==> config.mk <==
export PLATFORM = sky130hd
export DESIGN_NAME = v60_prefetch
export DESIGN_NICKNAME = d
export VERILOG_FILES = /design/src/rtl/v60_pkg.sv /design/src/rtl/v60_byte_queue.sv /design/src/rtl/v60_prefetch.sv
export SDC_FILE = /design/constraint.sdc
export NUM_CORES = 1
export LEC_CHECK = 0
export CORE_MARGIN = 4
export CORE_UTILIZATION = 50
export CTS_CLUSTER_SIZE = 40
export DETAILED_ROUTE_END_ITERATION = 7
export PLACE_DENSITY = 0.72
export RECOVER_POWER = 50
export REMOVE_ABC_BUFFERS = 1
export SLEW_MARGIN = 20
export SYNTH_ARGS = -nofsm -noshare
export SYNTH_HDL_FRONTEND = slang
export SYNTH_SLANG_ARGS = --single-unit
==> constraint.sdc <==
create_clock -name clk -period 6.4 [get_ports clk]
set_input_delay 0.96 -clock clk [delete_from_list [all_inputs] [get_ports clk]]
set_output_delay 0.96 -clock clk [all_outputs]
set_load 0.03 [all_outputs]
==> src/rtl/v60_pkg.sv <==
// Shared definitions for the V60 instruction prefetch unit: default geometry,
// reset fetch address and the fetch FSM state encoding.
`ifndef V60_ADDR_WIDTH
`define V60_ADDR_WIDTH 32
`endif
`ifndef V60_DATA_WIDTH
`define V60_DATA_WIDTH 32
`endif

package v60_pkg;

   localparam int unsigned V60_QUEUE_BYTES = 16;
   localparam int unsigned V60_WIN_BYTES   = 8;
   localparam logic [`V60_ADDR_WIDTH-1:0] V60_RESET_PC = 32'h0000_0000;
   localparam logic [1:0] V60_MEM_SIZE_WORD = 2'b10;

   typedef enum logic [1:0] {
      S_IDLE,
      S_REQ,
      S_DISCARD,
      S_FAULT
   } pf_state_e;

endpackage

==> src/rtl/v60_byte_queue.sv <==
// Circular byte queue for the prefetcher: pushes up to one word per cycle,
// pops a variable number of bytes and exposes the oldest WIN_BYTES as a window.
`ifndef V60_ADDR_WIDTH
`define V60_ADDR_WIDTH 32
`endif
`ifndef V60_DATA_WIDTH
`define V60_DATA_WIDTH 32
`endif

module v60_byte_queue
   import v60_pkg::*;
#(
   parameter int unsigned QUEUE_BYTES = V60_QUEUE_BYTES,
   parameter int unsigned WIN_BYTES   = V60_WIN_BYTES
) (
   input  logic                               clk,
   input  logic                               rst_n,
   input  logic                               clear,
   input  logic [2:0]                         push_len,
   input  logic [`V60_DATA_WIDTH-1:0]         push_data,
   input  logic [3:0]                         pop_len,
   output logic [WIN_BYTES*8-1:0]             win_data,
   output logic [$clog2(QUEUE_BYTES+1)-1:0]   occupancy
);

   localparam int unsigned PW = $clog2(QUEUE_BYTES);
   localparam int unsigned OW = $clog2(QUEUE_BYTES+1);

   logic [7:0]    mem_q [QUEUE_BYTES];
   logic [PW-1:0] head_q;
   logic [OW-1:0] occ_q;
   logic [PW-1:0] tail;

   // A full queue has tail == head; the truncated occupancy gives exactly that.
   assign tail      = head_q + occ_q[PW-1:0];
   assign occupancy = occ_q;

   always_ff @(posedge clk) begin
      for (int i = 0; i < 4; i++) begin
         if (!clear && (3'(i) < push_len)) begin
            mem_q[tail + PW'(i)] <= push_data[8*i +: 8];
         end
      end
   end

   always_ff @(posedge clk or negedge rst_n) begin
      if (!rst_n) begin
         head_q <= '0;
         occ_q  <= '0;
      end else if (clear) begin
         head_q <= '0;
         occ_q  <= '0;
      end else begin
         head_q <= head_q + PW'(pop_len);
         occ_q  <= occ_q + OW'(push_len) - OW'(pop_len);
      end
   end

   always_comb begin
      win_data = '0;
      for (int i = 0; i < WIN_BYTES; i++) begin
         win_data[8*i +: 8] = mem_q[head_q + PW'(i)];
      end
   end

endmodule

==> src/rtl/v60_prefetch.sv <==
// V60 instruction prefetcher: word fetch FSM with flush redirect and fault
// capture, feeding a byte queue that presents a decode window to the consumer.
//
// state     | meaning
// S_IDLE    | no request; waiting for at least one word of free queue space
// S_REQ     | word read outstanding at mem_addr; data is pushed on ready
// S_DISCARD | stale read outstanding after a flush; data dropped on ready
// S_FAULT   | bus fault seen; no requests until the next flush
`ifndef V60_ADDR_WIDTH
`define V60_ADDR_WIDTH 32
`endif
`ifndef V60_DATA_WIDTH
`define V60_DATA_WIDTH 32
`endif

module v60_prefetch
   import v60_pkg::*;
#(
   parameter int unsigned QUEUE_BYTES = V60_QUEUE_BYTES,
   parameter int unsigned WIN_BYTES   = V60_WIN_BYTES,
   parameter logic [`V60_ADDR_WIDTH-1:0] RESET_PC = V60_RESET_PC
) (
   input  logic                             clk,
   input  logic                             rst_n,
   input  logic                             flush,
   input  logic [`V60_ADDR_WIDTH-1:0]       flush_pc,
   output logic                             mem_req,
   output logic [`V60_ADDR_WIDTH-1:0]       mem_addr,
   output logic [1:0]                       mem_size,
   input  logic [`V60_DATA_WIDTH-1:0]       mem_rdata,
   input  logic                             mem_ready,
   input  logic                             mem_err,
   output logic [WIN_BYTES*8-1:0]           win_data,
   output logic [$clog2(WIN_BYTES+1)-1:0]   win_count,
   output logic [`V60_ADDR_WIDTH-1:0]       win_pc,
   input  logic                             consume,
   input  logic [3:0]                       consume_len,
   output logic                             consume_err,
   output logic                             fault,
   output logic [`V60_ADDR_WIDTH-1:0]       fault_pc
);

   localparam int unsigned AW = `V60_ADDR_WIDTH;
   localparam int unsigned OW = $clog2(QUEUE_BYTES+1);
   localparam int unsigned CW = $clog2(WIN_BYTES+1);
   localparam logic [OW:0] ROOM_LIMIT = (OW+1)'(QUEUE_BYTES - 4);

   pf_state_e     state_q, state_d;
   logic [AW-1:0] mem_addr_q, next_addr_q, win_pc_q, fault_pc_q;
   logic [1:0]    skip_q;
   logic          first_q, fault_q, consume_err_q;

   logic [OW-1:0] occupancy;
   logic [1:0]    skip_eff;
   logic [2:0]    word_len;
   logic [2:0]    push_len;
   logic [3:0]    pop_len;
   logic [`V60_DATA_WIDTH-1:0] push_data;
   logic          room_now, room_after;
   logic          pop_ok, reject;
   logic [AW-1:0] flush_word;

   assign flush_word = {flush_pc[AW-1:2], 2'b00};
   assign skip_eff   = first_q ? skip_q : 2'b00;
   assign word_len   = 3'd4 - {1'b0, skip_eff};
   assign push_data  = mem_rdata >> {skip_eff, 3'b000};

   // Space checks use the registered occupancy, which already reflects last
   // cycle's pop; same-cycle pops only ever add room, so overflow cannot occur.
   assign room_now   = {1'b0, occupancy} <= ROOM_LIMIT;
   assign room_after = ({1'b0, occupancy} + {{(OW-2){1'b0}}, word_len}) <= ROOM_LIMIT;

   assign win_count = (occupancy > OW'(WIN_BYTES)) ? CW'(WIN_BYTES) : CW'(occupancy);

   assign pop_ok  = consume && !flush && (consume_len != 4'd0)
                    && ({4'b0000, consume_len} <= 8'(win_count));
   assign reject  = consume && !flush && !pop_ok;
   assign pop_len = pop_ok ? consume_len : 4'd0;

   always_comb begin
      state_d  = state_q;
      push_len = 3'd0;
      unique case (state_q)
         S_IDLE: begin
            if (flush || room_now) state_d = S_REQ;
         end
         S_REQ: begin
            if (flush) begin
               state_d = mem_ready ? S_REQ : S_DISCARD;
            end else if (mem_ready) begin
               if (mem_err) begin
                  state_d = S_FAULT;
               end else begin
                  push_len = word_len;
                  state_d  = room_after ? S_REQ : S_IDLE;
               end
            end
         end
         S_DISCARD: begin
            if (mem_ready) state_d = S_REQ;
         end
         S_FAULT: begin
            if (flush) state_d = S_REQ;
         end
         default: state_d = S_IDLE;
      endcase
   end

   always_ff @(posedge clk or negedge rst_n) begin
      if (!rst_n) begin
         state_q       <= S_IDLE;
         mem_addr_q    <= {RESET_PC[AW-1:2], 2'b00};
         next_addr_q   <= '0;
         skip_q        <= RESET_PC[1:0];
         first_q       <= 1'b1;
         win_pc_q      <= RESET_PC;
         fault_q       <= 1'b0;
         fault_pc_q    <= '0;
         consume_err_q <= 1'b0;
      end else begin
         state_q       <= state_d;
         consume_err_q <= reject;
         if (flush) begin
            // An unfinished request must keep its address until ready, so the
            // redirect target waits in next_addr_q.
            if ((state_q == S_REQ || state_q == S_DISCARD) && !mem_ready) begin
               next_addr_q <= flush_word;
            end else begin
               mem_addr_q <= flush_word;
            end
            skip_q   <= flush_pc[1:0];
            first_q  <= 1'b1;
            win_pc_q <= flush_pc;
            fault_q  <= 1'b0;
         end else begin
            if (state_q == S_REQ && mem_ready) begin
               if (mem_err) begin
                  fault_q    <= 1'b1;
                  fault_pc_q <= mem_addr_q;
               end else begin
                  mem_addr_q <= mem_addr_q + AW'(4);
                  first_q    <= 1'b0;
               end
            end
            if (state_q == S_DISCARD && mem_ready) begin
               mem_addr_q <= next_addr_q;
            end
            if (pop_ok) begin
               win_pc_q <= win_pc_q + AW'(consume_len);
            end
         end
      end
   end

   v60_byte_queue #(
      .QUEUE_BYTES (QUEUE_BYTES),
      .WIN_BYTES   (WIN_BYTES)
   ) u_queue (
      .clk       (clk),
      .rst_n     (rst_n),
      .clear     (flush),
      .push_len  (push_len),
      .push_data (push_data),
      .pop_len   (pop_len),
      .win_data  (win_data),
      .occupancy (occupancy)
   );

   assign mem_req     = (state_q == S_REQ) || (state_q == S_DISCARD);
   assign mem_addr    = mem_addr_q;
   assign mem_size    = V60_MEM_SIZE_WORD;
   assign win_pc      = win_pc_q;
   assign consume_err = consume_err_q;
   assign fault       = fault_q;
   assign fault_pc    = fault_pc_q;

endmodule
==> results of run 1 <==
## worst max path at each step
stage                            to  slack [ps]  cells past startpoint
2_1_floorplan          win_data[10]       -2540                      4
3_3_place_gp   u_queue.mem_q[11][7]        1610                      7
4_1_cts                win_data[14]        1150                      5
3_5_place_dp   u_queue.occupancy[3]        1700                     14
5_1_grt                fault_pc[27]         490                      7
6_report               fault_pc[22]         890                      7
## metal layers
metal,GRT usage [%],vias to the layer above,routed length (um)
li1,-,8495,-
met1,45.73,9921,30210
met2,51.46,1560,36060
met3,9.592,370,10620
met4,20.10,14,6287
met5,0,-,82
## registers in the layout, indices dropped and copies added (netlist names)
signal,cells
u_queue.occupancy,5
consume_err,1
first_q,1
win_pc,32
mem_addr,30
u_queue.mem_q,128
fault,1
next_addr_q,30
skip_q,2
u_queue.head_q,4
state_q,2
fault_pc,30
## layout by cell type (no fill, tap or decap), types with 12 or more instances in the layout
master	n
sky130_fd_sc_hd__mux4_2	176
sky130_fd_sc_hd__o21ai_0	169
sky130_fd_sc_hd__a21oi_1	166
sky130_fd_sc_hd__clkdlybuf4s50_1	138
sky130_fd_sc_hd__dfrtp_1	134
sky130_fd_sc_hd__nand2_1	130
sky130_fd_sc_hd__edfxtp_1	128
sky130_fd_sc_hd__a211oi_1	115
sky130_fd_sc_hd__o22ai_1	113
sky130_fd_sc_hd__nor2_1	96
sky130_fd_sc_hd__dlygate4sd3_1	96
sky130_fd_sc_hd__nand3_1	75
sky130_fd_sc_hd__mux2_2	72
sky130_fd_sc_hd__inv_1	41
sky130_fd_sc_hd__mux2i_1	37
sky130_fd_sc_hd__ha_1	37
sky130_fd_sc_hd__buf_4	35
sky130_fd_sc_hd__clkbuf_16	31
sky130_fd_sc_hd__a31oi_1	30
sky130_fd_sc_hd__xnor2_1	28
sky130_fd_sc_hd__nand4_1	21
sky130_fd_sc_hd__and3_1	19
sky130_fd_sc_hd__o211ai_1	18
sky130_fd_sc_hd__and2_1	17
sky130_fd_sc_hd__a21o_1	17
sky130_fd_sc_hd__nor3_1	15
sky130_fd_sc_hd__o31ai_1	15
sky130_fd_sc_hd__nor3_2	14
sky130_fd_sc_hd__nor4_1	14
sky130_fd_sc_hd__xor2_1	12
## layout make-up
cell class                 instances  area, um^2
antenna                            2       5.005
sequential                       266        7305
multi-input combinational       1582       13410
fill                            3485       17020
inverter                          42       157.7
clock buffer                      40       869.6
tap                              539       674.4
clock inverter                    14       151.4
timing repair buffer             276        2633
## cell families after synthesis
group	after synthesis	synth area share (%)
AOI/OAI and AO/OA	718	20.55
and+or+nand+nor	475	11.35
muxes	285	23.91
DFF	266	33.91
buffers and inverters	232	4.401
xor gates and xnor gates	53	2.977
adders and majority gates	45	2.860
other	2	0.03490
## power groups by stage
stage	Sequential [mW]	Combinational, mW	Clock (mW)
global route	2.65	5.41	1.89
finish	2.60	5.15	1.80
global placement	2.60	5.06	0
floorplan	2.97	2.84	0
CTS	2.60	5.16	1.81
detailed placement	2.62	5.14	0
## critical path: stages
cell and delay, ps:
sky130_fd_sc_hd__clkbuf_1 1480, sky130_fd_sc_hd__clkbuf_1 1840, sky130_fd_sc_hd__inv_1 230, sky130_fd_sc_hd__buf_4 370
sky130_fd_sc_hd__nand4_1 150, sky130_fd_sc_hd__buf_4 400, sky130_fd_sc_hd__mux2_2 390
## per-stage QoR
stage | hold slack (ps) | instances | worst slack (ps)
after global routing | 516.6 | 2761 | 489.3
final | 476.4 | 2761 | 887.7
after floorplan | 469.5 | 1890 | -2538
after global placement | 470.1 | 2705 | 1607
after CTS | 351.3 | 2759 | 1150
after detailed placement | 474.1 | 2705 | 1698
==> run summary, run 1 <==
FINISH
-------------------------------------------------------------------------------------------
Post-layout instance area ....................................................   25210 um^2
Fraction of final layout cells sized beyond drive strength 1 .................       18.02%
Count of nets after finishing ................................................         2317
Final Util ...................................................................       59.69%
Synth-to-Final Area Change ...................................................       17.12%

SYNTHESIS
-------------------------------------------------------------------------------------------
Synth async-reset ratio ......................................................       51.88%
Post-synthesis cell type count ...............................................           87
Largest cells by area after synthesis ........................................ sky130_fd_sc_hd__mux4_2, sky130_fd_sc_hd__edfxtp_1, sky130_fd_sc_hd__dfrtp_1
Post-synth top area share ....................................................       18.42%
Netlist area before placement ................................................   21520 um^2
Instance count of the mapped netlist .........................................         2076
Number of register bits inferred by synthesis ................................          266
Yosys warnings ...............................................................            0
Top cell type by total area after synthesis .................................. sky130_fd_sc_hd__mux4_2
Flip-flop cell with the highest count after synthesis ........................ sky130_fd_sc_hd__dfrtp_1
Seq/Total Area, Yosys ........................................................       33.91%
Number of enable flip-flop cells after synthesis .............................          128
Commonest cells post-synth ................................................... sky130_fd_sc_hd__mux4_2, sky130_fd_sc_hd__a21oi_1, sky130_fd_sc_hd__o21ai_0, sky130_fd_sc_hd__dfrtp_1, sky130_fd_sc_hd__nand2_1
Average cell area after synthesis ............................................   10.37 um^2
Leading cell type by number of instances after synthesis ..................... sky130_fd_sc_hd__mux4_2

MIN PATH
-------------------------------------------------------------------------------------------
Cells on Worst Hold Path .....................................................            2
Beginning of the worst hold path ............................................. fault_pc[15]
Terminating pin of the worst hold path ....................................... fault_pc[15]
Worst Hold Class ............................................................. flip-flop to flip-flop

CRITICAL PATH
-------------------------------------------------------------------------------------------
Largest fanout of any net on the critical path ...............................           53
Capturing element type of the critical path ..................................    flip-flop
Critical Path Start Type ..................................................... primary input
Setup slack on the worst flop-to-flop path ...................................      1560 ps
Worst setup path startpoint ..................................................        flush
Req. time, crit path .........................................................      6860 ps
Worst Reg-to-Reg Cells .......................................................            9
Worst Path Class, Setup ...................................................... primary input to flip-flop
Arr. time, crit path .........................................................      5970 ps
Worst r2r src ................................................................ u_queue.head_q[0]
Reg2Reg Capture Point ........................................................ u_queue.mem_q[1][2]

CLOCK TREE
-------------------------------------------------------------------------------------------
Clock Tree Buf Depth .........................................................            3
Clock tree from TritonCTS ....................................................          yes
Post-CTS Setup Inserts .......................................................            0
Number of sinks handled by clock tree synthesis ..............................          266
Number of buffers inserted during clock tree synthesis .......................           30
Hold-fix buffer count after cts ..............................................            0
Post-CTS resize count ........................................................            0
Clock Pin Slew Worst Setup and Hold Paths ....................................        60 ps
Clock latency reported for the late side of the worst-skew pair ..............       590 ps
Master cell of the clock root buffer ......................................... sky130_fd_sc_hd__clkbuf_16
Number of H-tree levels ......................................................            1

PLACEMENT
-------------------------------------------------------------------------------------------
Last weighted congestion value of the routability-driven placer ..............       0.9839
Sum of net half-perimeters after detailed placement ..........................     60.49 mm
Number of input and output port buffers inserted .............................          236
Placed cell area .............................................................   24180 um^2

TIMING
-------------------------------------------------------------------------------------------
Skew final ...................................................................     32.21 ps
Aggregate negative setup slack ...............................................         0 ps
Final max-slew violation count ...............................................          286
Unrepaired setup endpoints after global routing ..............................           no
Period minus WS final ........................................................      5512 ps
Normalized max-slew margin ...................................................      -132.3%
Setup violators final ........................................................            0
Transition time at the pin with the least slew margin ........................      3485 ps
Max frequency ................................................................    181.4 MHz
Final hold violation count ...................................................            0
Part of the cycle the worst path needs .......................................       86.13%

FLOORPLAN
-------------------------------------------------------------------------------------------
Height of the die ............................................................     215.5 um
Area enclosed by the die boundary ............................................   46430 um^2
Die boundary width ...........................................................     215.5 um
Standard cell core area ......................................................   42230 um^2
Initial standard-cell utilization of the core ................................       50.96%
Count of boundary I/O pins ...................................................          243
Number of core rows ..........................................................           75

ROUTE
-------------------------------------------------------------------------------------------
Number of optimization iterations in the first detailed-route pass ...........            7
Average wire per cell in the routed design ...................................     30.16 um
Total detailed-routing wirelength ............................................     83.26 mm
Final ANT Viol Nets ..........................................................            0
Via Count ....................................................................        20360
Number of design-rule violations left by the first detailed-router iteration .         2624
DRC Markers ..................................................................            0
Via density ..................................................................        7.374

GLOBAL ROUTE
-------------------------------------------------------------------------------------------
Initial antenna violation count ..............................................           10
Vias in the first global route ...............................................        19058
Overall routing resource usage ...............................................       34.62%
Wire length of the first global-routing pass .................................     123.4 mm
Overflow left after global routing ...........................................            0
Maximum number of pins on one net before global-route repair .................           79

STATUS
-------------------------------------------------------------------------------------------
Outcome ...................................................................... finished, violations left
Failing checks ............................................................... max-capacitance violations, max-slew violations

POWER
-------------------------------------------------------------------------------------------
Switching Fraction ...........................................................       44.78%
Reg power frac ...............................................................        27.3%
Power per standard cell area ................................................. 378.7 nW/um^2
Logic pwr share ..............................................................        53.9%
Sw Pwr .......................................................................     4.274 mW
Clock network power share ....................................................        18.8%
LEAKAGE ......................................................................     8.767 nW
Overall Power ................................................................     9.545 mW
Cell internal pwr ............................................................     5.271 mW
Peak supply drop .............................................................  0.0003476 V

JOB
-------------------------------------------------------------------------------------------
MaxCap Viol Count ............................................................            5

Note: power is estimated with default switching activity, not from simulation.
==> run 2, diff against run 1 <==
--- a/config.mk
+++ b/config.mk
@@ -5,6 +5,7 @@
 export SDC_FILE = /design/constraint.sdc
 export NUM_CORES = 1
 export LEC_CHECK = 0
+export CAP_MARGIN = 15
 export CORE_MARGIN = 4
 export CORE_UTILIZATION = 50
 export CTS_CLUSTER_SIZE = 40
==> results of run 2 <==
Same layout as run 1: the final DEF is identical, and so are final timing and power.
